**src/rtl/serial_paralelo_rx.sv**
```systemverilog
// serial_paralelo_rx: serial-to-parallel receiver that hunts for COMMA at any bit offset,
// locks byte alignment after BC_COUNT aligned COMMAs and then emits one byte every 8 cycles.
module serial_paralelo_rx #(
    parameter logic [7:0] COMMA    = 8'hBC,
    parameter int         BC_COUNT = 4
) (
    input  logic       clk_32f,
    input  logic       reset,
    input  logic       data_in,
    output logic [7:0] data_out,
    output logic       valid_out,
    output logic       byte_strobe,
    output logic       active
);
    typedef enum logic [1:0] {SEARCH, ALIGN, ACTIVE} state_t;
    state_t     state, state_nx;
    logic [7:0] shreg, win, data_nx;
    logic [2:0] bitcnt, bitcnt_nx;
    logic [3:0] bc_cnt, bc_cnt_nx;
    logic       valid_nx, strobe_nx, active_nx, comma;
    assign win   = {shreg[6:0], data_in};
    assign comma = win == COMMA;
    always_comb begin
        state_nx  = state;
        bitcnt_nx = bitcnt + 3'd1;
        bc_cnt_nx = bc_cnt;
        data_nx   = data_out;
        valid_nx  = valid_out;
        strobe_nx = 1'b0;
        active_nx = active;
        case (state)
            SEARCH: if (comma) begin
                bitcnt_nx = 3'd0;
                bc_cnt_nx = 4'd1;
                state_nx  = (BC_COUNT == 1) ? ACTIVE : ALIGN;
                active_nx = BC_COUNT == 1;
            end
            // only the locked boundary is examined; a straddling COMMA is ignored
            ALIGN: if (bitcnt == 3'd7) begin
                if (comma) begin
                    bc_cnt_nx = bc_cnt + 4'd1;
                    if (bc_cnt + 4'd1 == BC_COUNT[3:0]) begin
                        state_nx  = ACTIVE;
                        active_nx = 1'b1;
                    end
                end else begin
                    state_nx  = SEARCH;
                    bc_cnt_nx = 4'd0;
                end
            end
            ACTIVE: if (bitcnt == 3'd7) begin
                data_nx   = win;
                valid_nx  = !comma;
                strobe_nx = 1'b1;
            end
            default: state_nx = SEARCH;
        endcase
    end
    always_ff @(posedge clk_32f) begin
        if (!reset) begin
            state       <= SEARCH;
            shreg       <= 8'h00;
            bitcnt      <= 3'd0;
            bc_cnt      <= 4'd0;
            data_out    <= 8'h00;
            valid_out   <= 1'b0;
            byte_strobe <= 1'b0;
            active      <= 1'b0;
        end else begin
            state       <= state_nx;
            shreg       <= win;
            bitcnt      <= bitcnt_nx;
            bc_cnt      <= bc_cnt_nx;
            data_out    <= data_nx;
            valid_out   <= valid_nx;
            byte_strobe <= strobe_nx;
            active      <= active_nx;
        end
    end
endmodule

```
**config.mk**
```make
export PLATFORM = sky130hd
export DESIGN_NAME = serial_paralelo_rx
export DESIGN_NICKNAME = d
export VERILOG_FILES = /design/src/rtl/serial_paralelo_rx.sv
export SDC_FILE = /design/constraint.sdc
export NUM_CORES = 1
export LEC_CHECK = 0
export BUFFER_PORTS_ARGS = -buffer_cell sky130_fd_sc_hd__buf_2
export CORE_ASPECT_RATIO = 0.5
export CORE_MARGIN = 2
export CORE_UTILIZATION = 40
export DETAILED_ROUTE_END_ITERATION = 10
export PLACE_DENSITY = 0.55
export SLEW_MARGIN = 10
export SYNTH_ARGS = -nofsm -noshare
export SYNTH_HDL_FRONTEND = slang
export SYNTH_SLANG_ARGS = --single-unit
```
**constraint.sdc**
```tcl
create_clock -name clk_32f -period 2.9 [get_ports clk_32f]
set_input_delay 0.58 -clock clk_32f [delete_from_list [all_inputs] [get_ports clk_32f]]
set_output_delay 0.58 -clock clk_32f [all_outputs]
set_load 0.005 [all_outputs]
```
* Word-level counts from Yosys, hierarchy flattened
Cells that the tools add are included.
** Operators by class
- Add/subtract/negate cells :: 2
- Eq/ne operators :: 10
- Mux-type cells :: 17
- Bitwise operators :: 1
- Reduce and logical (&&, ||, !) cells :: 8
** Operators by type and width (count)
- $mux 4 :: 3
- $eq 8x8->1 const B :: 1
- $mux 2 :: 4
- $ne 2x2->1 const B :: 4
- $pmux 4 s2 :: 1
- $mux 3 :: 2
- $pmux 2 s3 :: 1
- $mux 1 :: 5
- $reduce_and 5->1 :: 1
- $add 4x1->4 const B :: 1
- $eq 4x3->1 const B :: 1
- $reduce_and 2->1 :: 2
- $reduce_and 4->1 :: 1
- $add 3x1->3 const B :: 1
- $eq 3x3->1 const B :: 1
- $ne 3x3->1 const B :: 1
- $reduce_and 3->1 :: 1
- $eq 2x1->1 const B :: 1
- $eq 2x2->1 const B :: 1
- $logic_not 2->1 :: 1
- $pmux 1 s2 :: 1
- $reduce_bool 2->1 :: 1
- $logic_not 1->1 :: 1
- $not 1->1 :: 1
** Storage, ports and cells
- Flip-flop bits (word level) :: 27
- Bits of input ports :: 3
- Output and inout bits :: 11
- Logic and storage cells :: 46

* Logic depth before layout (Yosys ltp)
Gate-level depths: netlist of run 1.
- Word-level depth :: 6
- Mapped depth :: 6
- Mapped depth without buffers :: 6

* Least setup slack after synthesis of run 1
OpenSTA, ideal clock, no wires.
- Path type :: input port to flip-flop
- Start point :: input port data_in
- End point :: register bc_cnt[2]
- Library setup time :: 0.120 ns
- Data arrival time :: 1.401 ns
- Required time :: 2.780 ns
- Path slack :: 1.379 ns
- Stages on the path :: 4
- Buffers on the path :: 0
- Cells stage by stage :: nor2_1 -> nand4_4 -> and3_1 -> o31a_1
** On the way
- Word-level cells in the longest chain between the ends :: 4
- Elaborated cells between the ends (all ways) :: 6
- Classes of those cells :: eq/ne: 2; mux: 3; reduce/logical: 1
** Ends and longest elaborated chain
- start: declaration :: RTL line 9 : input logic data_in,
- $eq 8x8->1 (*) :: RTL line 22 : assign comma = win == COMMA;
- $mux 4 :: RTL line 40 : if (comma) begin
- $mux 4 :: RTL line 39 : ALIGN: if (bitcnt == 3'd7) begin
- $pmux 4 s2 :: RTL line 31 : case (state)
- end signal: assignment :: RTL line 73 : bc_cnt <= bc_cnt_nx;
- end: declaration :: RTL line 19 : logic [3:0] bc_cnt, bc_cnt_nx;
Every way passes the cells marked *; elsewhere a longest branch is shown, timed or not. The select of a mux whose other input is x is not followed.
A chain may end at the register's enable or synchronous reset.

* Worst setup path in the final report of run 1
- Start point :: register bitcnt[0]
- End point :: register bc_cnt[2]
** On the way
- Word-level cells in the longest chain between the ends :: 3
** Ends and longest elaborated chain
- start: declaration :: RTL line 18 : logic [2:0] bitcnt, bitcnt_nx;
- start signal: assignment :: RTL line 72 : bitcnt <= bitcnt_nx;
- $eq 3x3->1 :: RTL line 39
- $ne 2x2->1 (no source line)
- $reduce_and 3->1 (no source line)
No other way between the ends.

==> flow_metrics.tcl, run 1 <==
set metrics [dict create \
    status "finished clean" \
    report.power.total_uw 621 \
    synth_xor_xnor_area_share_pct 0.786 \
    synth_enable_flop_cells 0 \
    rsz0062_at_grt "no" \
    worst_slew_pin_slew_ns 0.481 \
    buffer_ports.inserted 13 \
    ys_warn_count 0 \
    required_ns 3.13 \
    final.setup.tns_ns 0 \
    area_growth_syn_to_layout_pct 12.0 \
    wire_per_inst_um 12.5 \
    synth-compound-area-share_pct 15.0 \
    synth.cells.most_frequent "dfxtp_1, nand2_1, a21oi_1" \
    grt-busiest-layer "met2" \
    syn-cell-area_mm2 0.00111 \
    clock_tree.root_cell "clkbuf_8" \
    period_needed_ns 1.63 \
    seq_area_frac_synth_pct 48.5 \
    grt_first_pass_wirelength_um 3460 \
    detail_route.vias_per_cell 4.99 \
    postPlaceCellArea_mm2 0.00120 \
    fin_crit_sh_pct 56.3 \
    grt.met2_usage_pct 25.0 \
    path_cells "ha_1 -> ha_1 -> nor2b_1 -> nand2_1 -> nor4_1 -> o31a_1" \
    synthesis.nets 128 \
    numClockSinks 27 \
    synth-main-ff-cell "dfxtp_1" \
    p_per_area_mw_per_mm2 498 \
    max_slew_margin_pct 67.9 \
    routed_vias 853 \
    synth.ff_latch_count 27 \
    synth_top_family_by_area "simple AND/OR/NAND/NOR gates" \
    slew_viol_final 0 \
    p_leak_nw 0.494 \
    critical-path-max-stage-delay_ns 0.34 \
    clock.fmax_mhz 613 \
    synth_top_area_cell "dfxtp_1" \
    worst_path_most_repeated_cell "ha_1" \
    timing.critical_path.slowest_stage_cell "dfxtp_1" \
    path_type_of_the_worst_min_delay_path "register to register" \
    clk_transition_reported_paths_ns 0.10 \
    numPlacedInstances 167 \
    grt_use_met3_pct 5.39 \
    clk_latency_ns 0.28 \
    initial_core_util_pct 42.6 \
    tritoncts_clock_tree "done" \
    largest_net_degree_at_the_start_of_global_routing 17 \
    setup_skew_after_layout_ns 0.00295 \
    fin_area_mm2 0.00125 \
    detail-route-antenna-nets 0 \
    multi_input_area_um2 526 \
    fill_cells 267 \
    final_layout_size_suffix_gt1_share_pct 17.2 \
    number_of_global_route_vias_before_repair 718 \
    cts.hold.buffers_added 0 \
    core_mm2 0.00262 \
    placement_rows 13 \
    cts_resized 0 \
    synth_top_area_share_pct 48.5 \
    first_iter_violations 53 \
    die_h_um 41.3 \
    ir_drop_worst_case_vdd_mv 0.289 \
    groute.usage.overall_pct 14.8 \
    stdcell_count 171 \
    drcViolationCount 0 \
    synth-async-reset-ratio_pct 0 \
    synthAdderAreaFrac_pct 4.49 \
    clockBufferDepth 2 \
    finish.net_count 142 \
    drv.max_cap_violation_count 0 \
    post_synth_inst_count 121 \
    synth.area.mux_share_pct 0 \
    drtPass1Iterations 4 \
    globalRouteOverflowTotal 0 \
    setup_violations 0 \
    fp.dieW_um 78.7 \
    antenna_violations_before_repair 0 \
    dp_hpwl_um 1470 \
    critical_path.endpoint_type "register" \
    antenna_cells_inserted 0 \
    gp_congestion 0.732 \
    buffers_inserted_by_post_cts_timing_repair 0 \
    yosys.cell_types.count 36 \
    syn-mean-instance-area_um2 9.21 \
    layout.area.seq_um2 541 \
    floorplan.io_pins 14 \
    arrival_ns 1.86 \
    post_synth_main_area_contributors "dfxtp_1, nand2_1, ha_1" \
    ctsHtreeMaxLevel 1 \
    routed_wirelength_um 2130 \
    hold_violations 0 \
    tritoncts.num_buffers 3 \
    yosys.cell_count.top_type "dfxtp_1" \
    post_synth_and_or_nand_nor_area_fraction_pct 26.8 \
    crit_path_max_fanout 6 \
    worstSetupPathType "register to register" \
    area_of_the_die_mm2 0.00325 \
    grt.met1_usage_pct 18.6 \
    crit_path_start_kind "register" \
]
-- sequential cells by signal, indices dropped and copies added, names as in the netlist --
name / flops
data_out: 8
shreg: 7
bc_cnt: 4
bitcnt: 3
state: 2
active: 1
byte_strobe: 1
valid_out: 1
-- cell families (layout without fill, tap and decap cells) --
kind of cell | after synthesis | count (layout)
buf+inv | 10 | 23
fa+ha+maj | 4 | 4
xor+xnor | 1 | 1
flops | 27 | 27
simple gates | 56 | 56
compound gates | 23 | 23
-- stage by stage --
stage               setup WS (ns)  hold WS (ns)  utilization [%]
floorplan                    1.38         0.399                -
global placement             1.19         0.414             45.8
detailed placement           1.19         0.414             45.8
CTS                          1.30         0.428             47.7
global route                 1.15         0.448             47.7
finish                       1.27         0.428             47.7
-- cells in the final DEF (no fill, tap or decap), types with 2 or more instances in the layout --
cell and count:
clkbuf_8 3, ha_1 4, and2_1 7, o31ai_1 2
dfxtp_1 27, nor2b_1 2, o311ai_1 2, inv_1 6
o21ai_0 2, nand2_1 25, a21oi_1 8, buf_2 13
nand3_1 3, nor3_1 2, nor2_1 7
-- critical path, delay by kind of cell, from the launching register on --
family	cells	cell delay [ns]
simple gates	3	0.67
fa+ha+maj	2	0.41
flops	1	0.34
compound gates	1	0.16
-- final timing paths --
path              from   endpoint  slack, ns  depth (start not counted)
min          bitcnt[0]  bitcnt[0]       0.43                          1
min reg2reg  bitcnt[0]  bitcnt[0]       0.43                          1
max reg2reg  bitcnt[0]  bc_cnt[2]       1.27                          6
max          bitcnt[0]  bc_cnt[2]       1.27                          6
-- final cells by class --
class                           instances  area share [%]
Sequential cell                        27            43.3
Multi-Input combinational cell         84            42.1
Timing Repair Buffer                   13            5.21
Tap cell                               37            3.71
Clock buffer                            3            3.31
Inverter                                6            1.80
Clock inverter                          1           0.601
-- where the power goes --
part / switching [mW] / internal, mW
combinational: 0.0111 / 0.00559
sequential: 0.00343 / 0.376
clock: 0.127 / 0.0978
-- metal layers --
layer,routed length [um],part of all wire (%)
met1,1090,51
met2,899,42
met3,124,5.8
met4,14,0.66
met5,0,0
(Power assumes the default switching activity.)
==> inputs of run 2 (changes only) <==
--- a/config.mk
+++ b/config.mk
@@ -10,7 +10,7 @@
 export CORE_MARGIN = 2
 export CORE_UTILIZATION = 40
 export DETAILED_ROUTE_END_ITERATION = 10
-export PLACE_DENSITY = 0.55
+export PLACE_DENSITY = 0.57
 export SLEW_MARGIN = 10
 export SYNTH_ARGS = -nofsm -noshare
 export SYNTH_HDL_FRONTEND = slang
==> constraint.sdc (replaced) <==
create_clock -name clk_32f -period 1.5 [get_ports clk_32f]
set_input_delay 0.3 -clock clk_32f [delete_from_list [all_inputs] [get_ports clk_32f]]
set_output_delay 0.3 -clock clk_32f [all_outputs]
set_load 0.005 [all_outputs]
==> flow_metrics.tcl, run 2 (synthesis results as in run 1) <==
set metrics [dict create \
    area_of_the_die_mm2 0.00325 \
    antenna_violations_before_repair 0 \
    worstSetupPathType "register to register" \
    grt_first_pass_wirelength_um 3450 \
    detailedPlace.worstSlack_ns -0.0524 \
    critical_path.endpoint_type "register" \
    p_per_area_mw_per_mm2 908 \
    crit_path_start_kind "register" \
    reg2reg_depth 4 \
    whs_path_depth 2 \
    core_mm2 0.00262 \
    detail_route.vias_per_cell 5.09 \
    tritoncts_clock_tree "done" \
    clock.fmax_mhz 689 \
    globalRouteOverflowTotal 0 \
    period_needed_ns 1.45 \
    setup_violations 0 \
    required_ns 1.67 \
    ctsHtreeMaxLevel 1 \
    critical_path_buf_inv_count 0 \
    numClockSinks 27 \
    worst_slew_pin_slew_ns 0.486 \
    clk_transition_reported_paths_ns 0.09 \
    ir_drop_worst_case_vdd_mv 0.378 \
    number_of_global_route_vias_before_repair 720 \
    rsz0062_at_grt "no" \
    finish.net_count 146 \
    layout.cells.most_common "dfxtp_1" \
    largest_register_ff_count 8 \
    timing.critical_path.slowest_stage_cell "dfxtp_1" \
    drv.max_cap_violation_count 0 \
    hold_violations 0 \
    r2r-start "shreg[5]" \
    status "finished clean" \
    first_iter_violations 48 \
    tritoncts.num_buffers 3 \
    report.power.total_mw 1.19 \
    final_layout_size_suffix_gt1_share_pct 24.6 \
    fin_crit_sh_pct 96.7 \
    path_cells "and4b_2 -> nand4_4 -> and3_1 -> o31a_1" \
    slew_viol_final 0 \
    crit_path_max_fanout 8 \
    die_h_um 41.3 \
    gp_congestion 0.869 \
    initial_core_util_pct 42.6 \
    groute.usage.overall_pct 14.8 \
    wire_per_inst_um 12.0 \
    buffers_inserted_by_post_cts_timing_repair 0 \
    final.setup.tns_ns 0 \
    timing.hold.worst.start "data_in" \
    clk_latency_ns 0.27 \
    detail-route-antenna-nets 0 \
    final_cell_mix "dfxtp_1, nand2_1, buf_2, a21oi_1, nor2_1" \
    final_critical_path_setup_slack_ns 0.0496 \
    drtPass1Iterations 4 \
    routed_wirelength_um 2100 \
    cts.hold.buffers_added 0 \
    antenna_cells_inserted 0 \
    placement_rows 13 \
    fp.dieW_um 78.7 \
    registers.top_by_ff_count "data_out" \
    routed_vias 890 \
    area_growth_syn_to_layout_pct 17.8 \
    critical-path-max-stage-delay_ns 0.33 \
    p_leak_nw 0.516 \
    floorplan.io_pins 14 \
    arrival_ns 1.62 \
    drcViolationCount 0 \
    clockBufferDepth 2 \
    fill_cells 257 \
    clock_tree.root_cell "clkbuf_8" \
    setup_skew_after_layout_ns 0.00257 \
    largest_net_degree_at_the_start_of_global_routing 17 \
    worstHoldEndpoint "shreg[0]" \
    worst_r2r_end "bc_cnt[2]" \
    register_to_register_setup_slack_ns 0.05 \
    max_slew_margin_pct 67.5 \
    buffer_ports.inserted 13 \
    reg.largest.list "data_out x8, shreg x7, bc_cnt x4" \
    top_cell_family_by_delay_on_the_critical_path "simple AND/OR/NAND/NOR gates" \
    path_type_of_the_worst_min_delay_path "primary input to register" \
    dp_hpwl_um 1470 \
]
run 2: power by group:
group | internal, mW | switching (mW) | total [mW]
clock | 0.189 | 0.233 | 0.422
sequential | 0.727 | 0.00711 | 0.734
combinational | 0.0148 | 0.0226 | 0.0374
total | 0.930 | 0.263 | 1.19
run 2: final cells by class:
class / instances / area (um^2) / share of cell area [%]
multi-input combinational: 84 / 561 / 42.7
sequential: 27 / 541 / 41.1
timing repair buffer: 17 / 95.1 / 7.24
tap: 37 / 46.3 / 3.52
clock buffer: 3 / 41.3 / 3.14
inverter: 6 / 22.5 / 1.71
clock inverter: 1 / 7.51 / 0.571
run 2: what timing repair did:
action	in CTS	in global routing
endpoints found under the hold margin	0	0
endpoints found under the setup margin	4	9
resized for setup	4	5
run 2: stage by stage:
| step | instance area [um^2] | util, % | hold slack [ns] | std cells |
|---|---|---|---|---|
| floorplan | 1110 | - | 0.399 | 121 |
| detailed placement | 1230 | 47.0 | 0.418 | 171 |
| global route | 1310 | 50.2 | 0.258 | 175 |
| CTS | 1290 | 49.3 | 0.245 | 175 |
| finish | 1310 | 50.2 | 0.250 | 175 |
| global placement | 1230 | 47.0 | 0.409 | 171 |
run 2: worst max path at each step:
stage | from | endpoint | slack [ns] | depth (start not counted)
2_1_floorplan | bitcnt[0] | bc_cnt[2] | 0.13 | 6
3_3_place_gp | bitcnt[0] | bc_cnt[1] | -0.10 | 5
3_5_place_dp | bitcnt[0] | bc_cnt[1] | -0.05 | 5
4_1_cts | bitcnt[0] | bc_cnt[3] | 0.01 | 6
5_1_grt | bc_cnt[0] | state[1] | 0.005 | 5
6_report | shreg[5] | bc_cnt[2] | 0.05 | 4
run 2: layer usage:
layer | vias to the layer above | global-route usage, % | routed length [um]
met5 | - | 0 | 0
li1 | 458 | - | -
met1 | 408 | 17.9 | 1080
met2 | 19 | 25.6 | 875
met3 | 5 | 5.17 | 112
met4 | 0 | 5.26 | 25
